===== src/rtl/risc_spm_pkg.sv =====
// Shared definitions for the RISC_SPM processor: data width, control-unit
// state encoding, opcodes and bus-select encodings. The ALU and datapath
// reuse the opcode and select constants from here.
package risc_spm_pkg;

  localparam int WORD = 8;
  localparam int SW   = 4;

  // Control-unit states; encodings are visible on state_dbg.
  typedef enum logic [3:0] {
    S_IDLE = 4'd0,
    S_FET1 = 4'd1,
    S_FET2 = 4'd2,
    S_DEC  = 4'd3,
    S_EX1  = 4'd4,
    S_RD1  = 4'd5,
    S_RD2  = 4'd6,
    S_WR1  = 4'd7,
    S_WR2  = 4'd8,
    S_BR1  = 4'd9,
    S_BR2  = 4'd10,
    S_HALT = 4'd11
  } state_t;

  // Opcodes held in instruction[7:4]; 9..E are illegal.
  localparam logic [3:0] OP_NOP = 4'h0;
  localparam logic [3:0] OP_ADD = 4'h1;
  localparam logic [3:0] OP_SUB = 4'h2;
  localparam logic [3:0] OP_AND = 4'h3;
  localparam logic [3:0] OP_NOT = 4'h4;
  localparam logic [3:0] OP_RD  = 4'h5;
  localparam logic [3:0] OP_WR  = 4'h6;
  localparam logic [3:0] OP_BR  = 4'h7;
  localparam logic [3:0] OP_BRZ = 4'h8;
  localparam logic [3:0] OP_HLT = 4'hF;

  // Bus_1 source selects.
  localparam logic [2:0] SEL1_R0 = 3'd0;
  localparam logic [2:0] SEL1_R1 = 3'd1;
  localparam logic [2:0] SEL1_R2 = 3'd2;
  localparam logic [2:0] SEL1_R3 = 3'd3;
  localparam logic [2:0] SEL1_PC = 3'd4;

  // Bus_2 source selects.
  localparam logic [1:0] SEL2_ALU  = 2'd0;
  localparam logic [1:0] SEL2_BUS1 = 2'd1;
  localparam logic [1:0] SEL2_MEM  = 2'd2;

  // One-hot register-file load enable for register index idx.
  function automatic logic [3:0] reg_onehot(input logic [1:0] idx);
    logic [3:0] oh;
    oh = 4'b0000;
    oh[idx] = 1'b1;
    return oh;
  endfunction

  // Bus_1 select that drives register idx onto the bus.
  function automatic logic [2:0] reg_sel(input logic [1:0] idx);
    return {1'b0, idx};
  endfunction

endpackage


===== src/rtl/control_decode.sv =====
// Purely combinational part of the RISC_SPM control unit: decodes the
// current state, instruction and zero flag into datapath strobes, the next
// state and a request to raise the sticky error flag.
module control_decode
  import risc_spm_pkg::*;
#(
  parameter int WORD = risc_spm_pkg::WORD
) (
  input  state_t            state,
  input  logic [WORD-1:0]   instruction,
  input  logic              zero,
  output logic [3:0]        load_r,
  output logic              load_pc,
  output logic              inc_pc,
  output logic [2:0]        sel_bus_1,
  output logic [1:0]        sel_bus_2,
  output logic              load_ir,
  output logic              load_add_r,
  output logic              load_reg_y,
  output logic              load_reg_z,
  output logic              write,
  output state_t            next_state,
  output logic              set_err
);

  logic [3:0] opcode_s;
  logic [1:0] src_s;
  logic [1:0] dest_s;

  assign opcode_s = instruction[7:4];
  assign src_s    = instruction[3:2];
  assign dest_s   = instruction[1:0];

  // Output and next-state decode; every output defaults to 0 each state.
  always_comb begin
    load_r     = 4'b0000;
    load_pc    = 1'b0;
    inc_pc     = 1'b0;
    sel_bus_1  = SEL1_R0;
    sel_bus_2  = SEL2_ALU;
    load_ir    = 1'b0;
    load_add_r = 1'b0;
    load_reg_y = 1'b0;
    load_reg_z = 1'b0;
    write      = 1'b0;
    next_state = S_HALT;
    set_err    = 1'b0;

    case (state)
      S_IDLE: begin
        next_state = S_FET1;
      end

      S_FET1: begin
        sel_bus_1  = SEL1_PC;
        sel_bus_2  = SEL2_BUS1;
        load_add_r = 1'b1;
        next_state = S_FET2;
      end

      S_FET2: begin
        sel_bus_2  = SEL2_MEM;
        load_ir    = 1'b1;
        inc_pc     = 1'b1;
        next_state = S_DEC;
      end

      S_DEC: begin
        case (opcode_s)
          OP_NOP: begin
            next_state = S_FET1;
          end
          OP_ADD, OP_SUB, OP_AND: begin
            sel_bus_1  = reg_sel(src_s);
            load_reg_y = 1'b1;
            next_state = S_EX1;
          end
          OP_NOT: begin
            sel_bus_1  = reg_sel(src_s);
            sel_bus_2  = SEL2_ALU;
            load_reg_z = 1'b1;
            load_r     = reg_onehot(dest_s);
            next_state = S_FET1;
          end
          OP_RD: begin
            sel_bus_1  = SEL1_PC;
            sel_bus_2  = SEL2_BUS1;
            load_add_r = 1'b1;
            next_state = S_RD1;
          end
          OP_WR: begin
            sel_bus_1  = SEL1_PC;
            sel_bus_2  = SEL2_BUS1;
            load_add_r = 1'b1;
            next_state = S_WR1;
          end
          OP_BR: begin
            sel_bus_1  = SEL1_PC;
            sel_bus_2  = SEL2_BUS1;
            load_add_r = 1'b1;
            next_state = S_BR1;
          end
          OP_BRZ: begin
            if (zero) begin
              sel_bus_1  = SEL1_PC;
              sel_bus_2  = SEL2_BUS1;
              load_add_r = 1'b1;
              next_state = S_BR1;
            end else begin
              // Not taken: step the PC over the branch-address byte.
              inc_pc     = 1'b1;
              next_state = S_FET1;
            end
          end
          OP_HLT: begin
            next_state = S_HALT;
          end
          default: begin
            next_state = S_HALT;
            set_err    = 1'b1;
          end
        endcase
      end

      S_EX1: begin
        sel_bus_1  = reg_sel(dest_s);
        sel_bus_2  = SEL2_ALU;
        load_reg_z = 1'b1;
        load_r     = reg_onehot(dest_s);
        next_state = S_FET1;
      end

      S_RD1: begin
        sel_bus_2  = SEL2_MEM;
        load_add_r = 1'b1;
        inc_pc     = 1'b1;
        next_state = S_RD2;
      end

      S_RD2: begin
        sel_bus_2  = SEL2_MEM;
        load_r     = reg_onehot(dest_s);
        next_state = S_FET1;
      end

      S_WR1: begin
        sel_bus_2  = SEL2_MEM;
        load_add_r = 1'b1;
        inc_pc     = 1'b1;
        next_state = S_WR2;
      end

      S_WR2: begin
        sel_bus_1  = reg_sel(src_s);
        write      = 1'b1;
        next_state = S_FET1;
      end

      S_BR1: begin
        sel_bus_2  = SEL2_MEM;
        load_add_r = 1'b1;
        next_state = S_BR2;
      end

      S_BR2: begin
        sel_bus_2  = SEL2_MEM;
        load_pc    = 1'b1;
        next_state = S_FET1;
      end

      S_HALT: begin
        next_state = S_HALT;
      end

      default: begin
        // Encodings 12..15 are unreachable; treat them as a fault.
        next_state = S_HALT;
        set_err    = 1'b1;
      end
    endcase
  end

endmodule


===== src/rtl/control_unit.sv =====
// RISC_SPM instruction-sequencing control unit. Holds the state register and
// the sticky illegal-opcode flag; all strobes are decoded combinationally
// from the state so that an asynchronous reset drops them immediately.
module control_unit
  import risc_spm_pkg::*;
#(
  parameter int WORD = risc_spm_pkg::WORD,
  parameter int SW   = risc_spm_pkg::SW
) (
  input  logic              clk,
  input  logic              rst,
  input  logic [WORD-1:0]   instruction,
  input  logic              zero,
  output logic [3:0]        load_r,
  output logic              load_pc,
  output logic              inc_pc,
  output logic [2:0]        sel_bus_1,
  output logic [1:0]        sel_bus_2,
  output logic              load_ir,
  output logic              load_add_r,
  output logic              load_reg_y,
  output logic              load_reg_z,
  output logic              write,
  output logic              err_flag,
  output logic [SW-1:0]     state_dbg
);

  state_t state_r;
  state_t next_state_s;
  logic   set_err_s;
  logic   err_flag_r;

  control_decode #(
    .WORD (WORD)
  ) u_decode (
    .state       (state_r),
    .instruction (instruction),
    .zero        (zero),
    .load_r      (load_r),
    .load_pc     (load_pc),
    .inc_pc      (inc_pc),
    .sel_bus_1   (sel_bus_1),
    .sel_bus_2   (sel_bus_2),
    .load_ir     (load_ir),
    .load_add_r  (load_add_r),
    .load_reg_y  (load_reg_y),
    .load_reg_z  (load_reg_z),
    .write       (write),
    .next_state  (next_state_s),
    .set_err     (set_err_s)
  );

  // State register and sticky error flag; only reset clears the flag.
  always_ff @(posedge clk or negedge rst) begin
    if (!rst) begin
      state_r    <= S_IDLE;
      err_flag_r <= 1'b0;
    end else begin
      state_r <= next_state_s;
      if (set_err_s) begin
        err_flag_r <= 1'b1;
      end else begin
        err_flag_r <= err_flag_r;
      end
    end
  end

  assign err_flag  = err_flag_r;
  assign state_dbg = SW'(state_r);

endmodule


===== config.mk =====
export PLATFORM = sky130hd
export DESIGN_NAME = control_unit
export DESIGN_NICKNAME = d
export VERILOG_FILES = /design/src/rtl/risc_spm_pkg.sv /design/src/rtl/control_decode.sv /design/src/rtl/control_unit.sv
export SDC_FILE = /design/constraint.sdc
export NUM_CORES = 1
export LEC_CHECK = 0
export BUFFER_PORTS_ARGS = -buffer_cell sky130_fd_sc_hd__buf_4
export CAP_MARGIN = 10
export CORE_MARGIN = 4
export CORE_UTILIZATION = 25
export DETAILED_ROUTE_END_ITERATION = 6
export GPL_TIMING_DRIVEN = 0
export PLACE_DENSITY_LB_ADDON = 0.25
export RECOVER_POWER = 50
export SETUP_SLACK_MARGIN = 0.2
export SLEW_MARGIN = 5
export SYNTH_ARGS = -nofsm -noshare
export SYNTH_HDL_FRONTEND = slang
export SYNTH_SLANG_ARGS = --single-unit

===== constraint.sdc =====
create_clock -name clk -period 1.3 [get_ports clk]
set_input_delay 0.13 -clock clk [delete_from_list [all_inputs] [get_ports clk]]
set_output_delay 0.13 -clock clk [all_outputs]
set_load 0.01 [all_outputs]

==> results of run 1 <==
-- Yosys cell counts, drive strengths merged --
master / n
nand2b: 2
nor2b: 2
or2b: 1
a221o: 1
o41ai: 1
and2b: 1
o311ai: 1
nor3b: 5
o22ai: 2
buf: 5
nand2: 8
and2: 1
a21boi: 2
a2111o: 1
a22o: 4
a41oi: 1
a31oi: 1
and4b: 1
dfrtp: 5
a221oi: 1
o21ba: 1
nor2: 5
nand4b: 1
a32oi: 1
o21ai: 4
nor4: 1
or3b: 1
o32ai: 1
nor3: 6
and3: 1
inv: 3
a21oi: 6
-- kinds of logic (layout without fill, tap and decap cells) --
group	after synthesis	after routing	synth area share, %
simple gates	36	36	37.9
compound gates	28	28	34.1
buf+inv	8	73	7.71
flops	5	5	20.3
-- critical path, delay by kind of cell (launching register included) --
kind	cells	cell delay, ns
buf+inv	4	0.55
flops	1	0.44
compound gates	2	0.29
simple gates	1	0.09
-- final timing paths --
| path | to | slack, ns | cells past startpoint |
|---|---|---|---|
| max in group asynchronous | state_dbg[2] | 0.80 | 2 |
| setup reg to reg | state_dbg[3] | -0.19 | 6 |
| setup / recovery | load_add_r | -0.44 | 7 |
| hold reg to reg | err_flag | 0.48 | 2 |
| hold / removal | err_flag | 0.27 | 2 |
| min in group clk | state_dbg[1] | 0.30 | 3 |
-- layout make-up --
type | count | area share, %
inverter | 3 | 0.777
buffer | 5 | 5.00
sequential | 5 | 8.97
clock inverter | 1 | 0.345
clock buffer | 3 | 1.55
tap | 28 | 2.42
timing repair buffer | 61 | 35.4
multi-input combinational | 64 | 45.6
-- through the flow --
step	power [mW]	setup WS (ns)	hold slack [ns]
2_1_floorplan	0.185	-0.123	-0.166
4_1_cts	0.424	-0.453	0.215
6_report	0.421	-0.439	0.271
5_1_grt	0.449	-0.498	0.283
3_5_place_dp	0.232	-0.226	-0.0675
3_3_place_gp	0.231	-0.229	-0.0681
-- power by group through the flow --
stage	Sequential (mW)	Clock (mW)	Combinational, mW
2_1_floorplan	0.158	0	0.0269
3_3_place_gp	0.158	0	0.0726
3_5_place_dp	0.158	0	0.0734
4_1_cts	0.156	0.185	0.0831
5_1_grt	0.156	0.200	0.0929
6_report	0.156	0.178	0.0870
-- sequential cells by signal, indices dropped and copies added (netlist names) --
register,cells
err_flag,1
state_dbg,4
-- per-layer routing --
| layer | up-vias | part of all wire (%) | GRT usage (%) |
|---|---|---|---|
| met1 | 439 | 42 | 17.6 |
| met5 | - | 0 | 0 |
| met3 | 10 | 4.3 | 1.11 |
| li1 | 427 | - | - |
| met2 | 33 | 50 | 25.8 |
| met4 | 0 | 3.4 | 7.62 |
-- timing repair --
item / CTS / global route
endpoints found under the hold margin: 5 / 0
setup buffers: 18 / 11
hold buffers: 1 / 0
gates resized for setup: 26 / 23
pin swaps: 15 / 12
endpoints found under the setup margin: 21 / 24
==> results.json, run 1 <==
{
  "cts_max_level": 1,
  "layout_commonest_cell": "buf_4",
  "switching_share_pct": 27.4,
  "fin_util_pct": 63.7,
  "cts_tree": "done",
  "viasPerCell": 5.35,
  "final-seq-area_sq_um": 130,
  "rsz0062_at_grt": "true",
  "path_common_cell": "buf_4",
  "routabilityCongestion": 0.811,
  "syn2layout_area_growth_pct": 135,
  "grt_max_degree": 11,
  "initial_utilization_pct": 27.1,
  "clkPwrFrac_pct": 42.2,
  "finish.instance_area_sq_um": 1450,
  "multi_input_area_sq_um": 661,
  "numClockSinks": 5,
  "syn_area_per_cell_sq_um": 8.01,
  "max_stage_delay_ns": 0.44,
  "r2r-start": "state_dbg[2]",
  "arrival_ns": 1.61,
  "worstSetupEndpointType": "output port",
  "ys_ff_latch": 5,
  "fin_cells": 170,
  "core_area_sq_um": 2280,
  "wl_per_cell_um": 17.2,
  "cts.clk_slew.worst_paths_ns": 0.05,
  "cp-startpoint": "state_dbg[2]",
  "globalRoute.totalOverflow": 0,
  "dpl_cell_area_sq_um": 962,
  "diodes": 0,
  "pwr-share-comb_pct": 20.7,
  "drive_gt1_share_pct": 74.6,
  "finClkSkew_ns": 0.00322,
  "period_share_pct": 134,
  "path_cells": "buf_6, buf_4, buf_8, o21ai_4, nand2_1, a31oi_2, buf_4",
  "wirelength_mm": 2.92,
  "ir_drop_v": 0.000446,
  "antenna_found_initial": 0,
  "cp-start-kind": "flop",
  "synth_cell_types": 36,
  "detail-route-antenna-nets": 0,
  "drt-initial-drc-count": 24,
  "status": "finished, violations left",
  "root_buffer": "clkbuf_4",
  "internal-power_uw": 305,
  "relSlewSlack_pct": 61.1,
  "clock_latency_ns": 0.24,
  "fmax_mhz": 575,
  "ioPinCount": 32,
  "final.setup.worst_slack_ns": -0.439,
  "clockBufferDepth": 2,
  "seq_power_share_pct": 37.1,
  "cp.required_ns": 1.17,
  "rows": 17,
  "layout_common_cells": "buf_4 (44), buf_6 (17), nand2_1 (6)",
  "critPathMaxFanout": 8,
  "drv_cap": 0,
  "powerDensity_nw_per_um2": 290,
  "crit_slowest_cell": "dfrtp_2",
  "leakage_nw": 0.626,
  "vias": 909,
  "finalSetupTns_ns": -6.17,
  "post-route-min-period_ns": 1.74,
  "hpwl_mm": 1.55,
  "ys_top_cells_by_area": "dfrtp_1 (20%), a22o_1 (5.7%), a21oi_1 (4.9%)",
  "numCtsBuffers": 3,
  "path_class": "reg2out",
  "drcViolationCount": 0,
  "dieArea_sq_um": 3330,
  "violations": "negative setup slack",
  "netlist.area_leader.share_pct": 20.3,
  "min_path_type": "in2async",
  "fin_nets": 154,
  "hold_viol": 0,
  "p_switching_uw": 115,
  "dr.pass1.iters": 4,
  "yosysTopAreaCell": "dfrtp_1",
  "grt_pass1_wl_mm": 3.88,
  "fill_cells": 179,
  "final_max_slew_viol_count": 0,
  "die_x_um": 57.7,
  "worstMarginPinSlew_ns": 0.579,
  "port_buffers": 31,
  "yosysWarnings": 0,
  "grt_usage_pct": 14.6,
  "grt_pass1_vias": 869,
  "setup_viol": 22,
  "synth_cells": 77,
  "dieHeight_um": 57.7,
  "syn-cell-area_sq_um": 617,
  "synth-seq-area-share_pct": 20.3,
  "dp.cells": 136,
  "syn_nets": 88
}
Power figures use the tool's default switching activity.
==> run 2: changes to the inputs <==
CORE_MARGIN = not set   (was 4)
CTS_CLUSTER_SIZE = 16   (was not set)
clock period = 2.2 ns   (was 1.3 ns; I/O delays follow)
==> results.json, run 2 (same netlist as run 1, synthesis figures left out) <==
{
  "status": "completed",
  "worstSetupEndpointType": "output port",
  "wl_per_cell_um": 12.3,
  "p_switching_uw": 54.5,
  "viasPerCell": 5.09,
  "setup_viol": 0,
  "leakage_nw": 0.374,
  "finish.instance_area_sq_um": 907,
  "min_path_type": "in2reg",
  "drt-initial-drc-count": 12,
  "path_buf_inv": 2,
  "fin_nets": 126,
  "layout_commonest_cell": "buf_4",
  "seq_power_share_pct": 39.1,
  "grt_usage_pct": 14.5,
  "dr.pass1.iters": 4,
  "critPathMaxFanout": 10,
  "fmax_mhz": 520,
  "cts.clk_slew.worst_paths_ns": 0.04,
  "routabilityCongestion": 0.809,
  "cp-start-kind": "flop",
  "grt_pass1_vias": 654,
  "clockBufferDepth": 2,
  "rsz0062_at_grt": "false",
  "drv_cap": 0,
  "worstMarginPinSlew_ns": 0.420,
  "largest_reg_flops": 4,
  "path_class": "reg2out",
  "hpwl_mm": 1.37,
  "powerDensity_nw_per_um2": 260,
  "pwr-share-comb_pct": 17.7,
  "dieArea_sq_um": 2670,
  "wirelength_mm": 1.75,
  "fin_util_pct": 39.9,
  "period_share_pct": 87.4,
  "switching_share_pct": 23.1,
  "initial_utilization_pct": 27.1,
  "detail-route-antenna-nets": 0,
  "port_buffers": 31,
  "core_area_sq_um": 2280,
  "final_max_slew_viol_count": 0,
  "die_x_um": 51.7,
  "clock_latency_ns": 0.24,
  "internal-power_uw": 181,
  "syn2layout_area_growth_pct": 47.1,
  "post-route-min-period_ns": 1.92,
  "drcViolationCount": 0,
  "dpl_cell_area_sq_um": 885,
  "multi_input_area_sq_um": 449,
  "crit_slowest_cell": "dfrtp_1",
  "relSlewSlack_pct": 72.0,
  "fill_cells": 242,
  "cts_max_level": 1,
  "rows": 17,
  "diodes": 0,
  "globalRoute.totalOverflow": 0,
  "finClkSkew_ns": 0.00199,
  "grt_pass1_wl_mm": 2.92,
  "crit_family": "buffers and inverters",
  "arrival_ns": 1.70,
  "final-seq-area_sq_um": 125,
  "ir_drop_v": 0.000209,
  "finalSetupTns_ns": 0,
  "numCtsBuffers": 3,
  "ioPinCount": 32,
  "layout_common_cells": "buf_4 (27), nand2_1 (8), clkbuf_1 (8)",
  "grt_max_degree": 11,
  "max_stage_delay_ns": 0.49,
  "cts_tree": "done",
  "clkPwrFrac_pct": 43.2,
  "dieHeight_um": 51.7,
  "antenna_found_initial": 0,
  "hold_viol": 0,
  "path_cells": "clkbuf_1, o21ai_0, a221oi_1, buf_4",
  "root_buffer": "clkbuf_4",
  "vias": 723,
  "cp.required_ns": 1.98,
  "drive_gt1_share_pct": 34.2,
  "numClockSinks": 5
}
-- run 2: cell types whose count changed in the layout (fill, tap and decap cells not counted), moves of 3 or more --
cell / previous run / this run
buf_4: 44 / 27
dfrtp_1: 1 / 5
dfrtp_2: 4 / 0
buf_6: 17 / 1
nor3b_1: 0 / 3
o21ai_0: 1 / 4
nor3_4: 3 / 0
nor3_1: 1 / 5
a21oi_1: 3 / 6
clkbuf_1: 1 / 8
-- run 2: routing by layer --
layer	routed length (um)	track usage, %	up-vias
li1	-	-	371
met1	873	19.9	331
met2	797	21.4	19
met3	70	2.34	2
met4	7	7.66	0
met5	0	0	-
-- run 2: power by group through the flow --
stage | Sequential (mW) | Clock (mW) | Combinational [mW]
finish | 0.0924 | 0.102 | 0.0417
global route | 0.0922 | 0.114 | 0.0453
CTS | 0.0923 | 0.108 | 0.0422
detailed placement | 0.0936 | 0 | 0.0408
global placement | 0.0936 | 0 | 0.0404
floorplan | 0.0937 | 0 | 0.0145
-- run 2: cell type report --
class	instances	area share [%]
Sequential cell	5	13.8
Multi-Input combinational cell	64	49.5
Buffer	5	3.59
Timing Repair Buffer	33	25.1
Inverter	3	1.24
Tap cell	28	3.86
Clock buffer	4	2.90
-- run 2: path summary, 6_finish.rpt --
kind	from	endpoint	depth (start not counted)	slack, ns
min	instruction[7]	err_flag	3	0.33
max reg2reg	state_dbg[3]	state_dbg[1]	3	0.65
max	state_dbg[3]	sel_bus_2[1]	4	0.28
min in group asynchronous	rst	state_dbg[2]	2	0.36
max in group asynchronous	rst	state_dbg[0]	2	1.64
min reg2reg	err_flag	err_flag	2	0.48
-- run 2: timing repair --
action	in CTS	in global routing
endpoints found under the setup margin	0	1
hold buffers	1	0
resized for setup	0	1
setup buffers	0	1
endpoints found under the hold margin	5	0
-- run 2: worst min-delay path: stages --
cell      delay (ns)
buf_4           0.14
nand4b_4        0.10
o41ai_1         0.06
-- run 2: per-stage QoR --
step / power [mW] / hold WS (ns) / setup WS (ns) / std cells
floorplan: 0.108 / -0.0756 / 0.624 / 77
detailed placement: 0.134 / 0.0219 / 0.564 / 136
global route: 0.251 / 0.341 / 0.125 / 142
CTS: 0.242 / 0.307 / 0.301 / 141
global placement: 0.134 / 0.0213 / 0.561 / 136
finish: 0.236 / 0.332 / 0.277 / 142
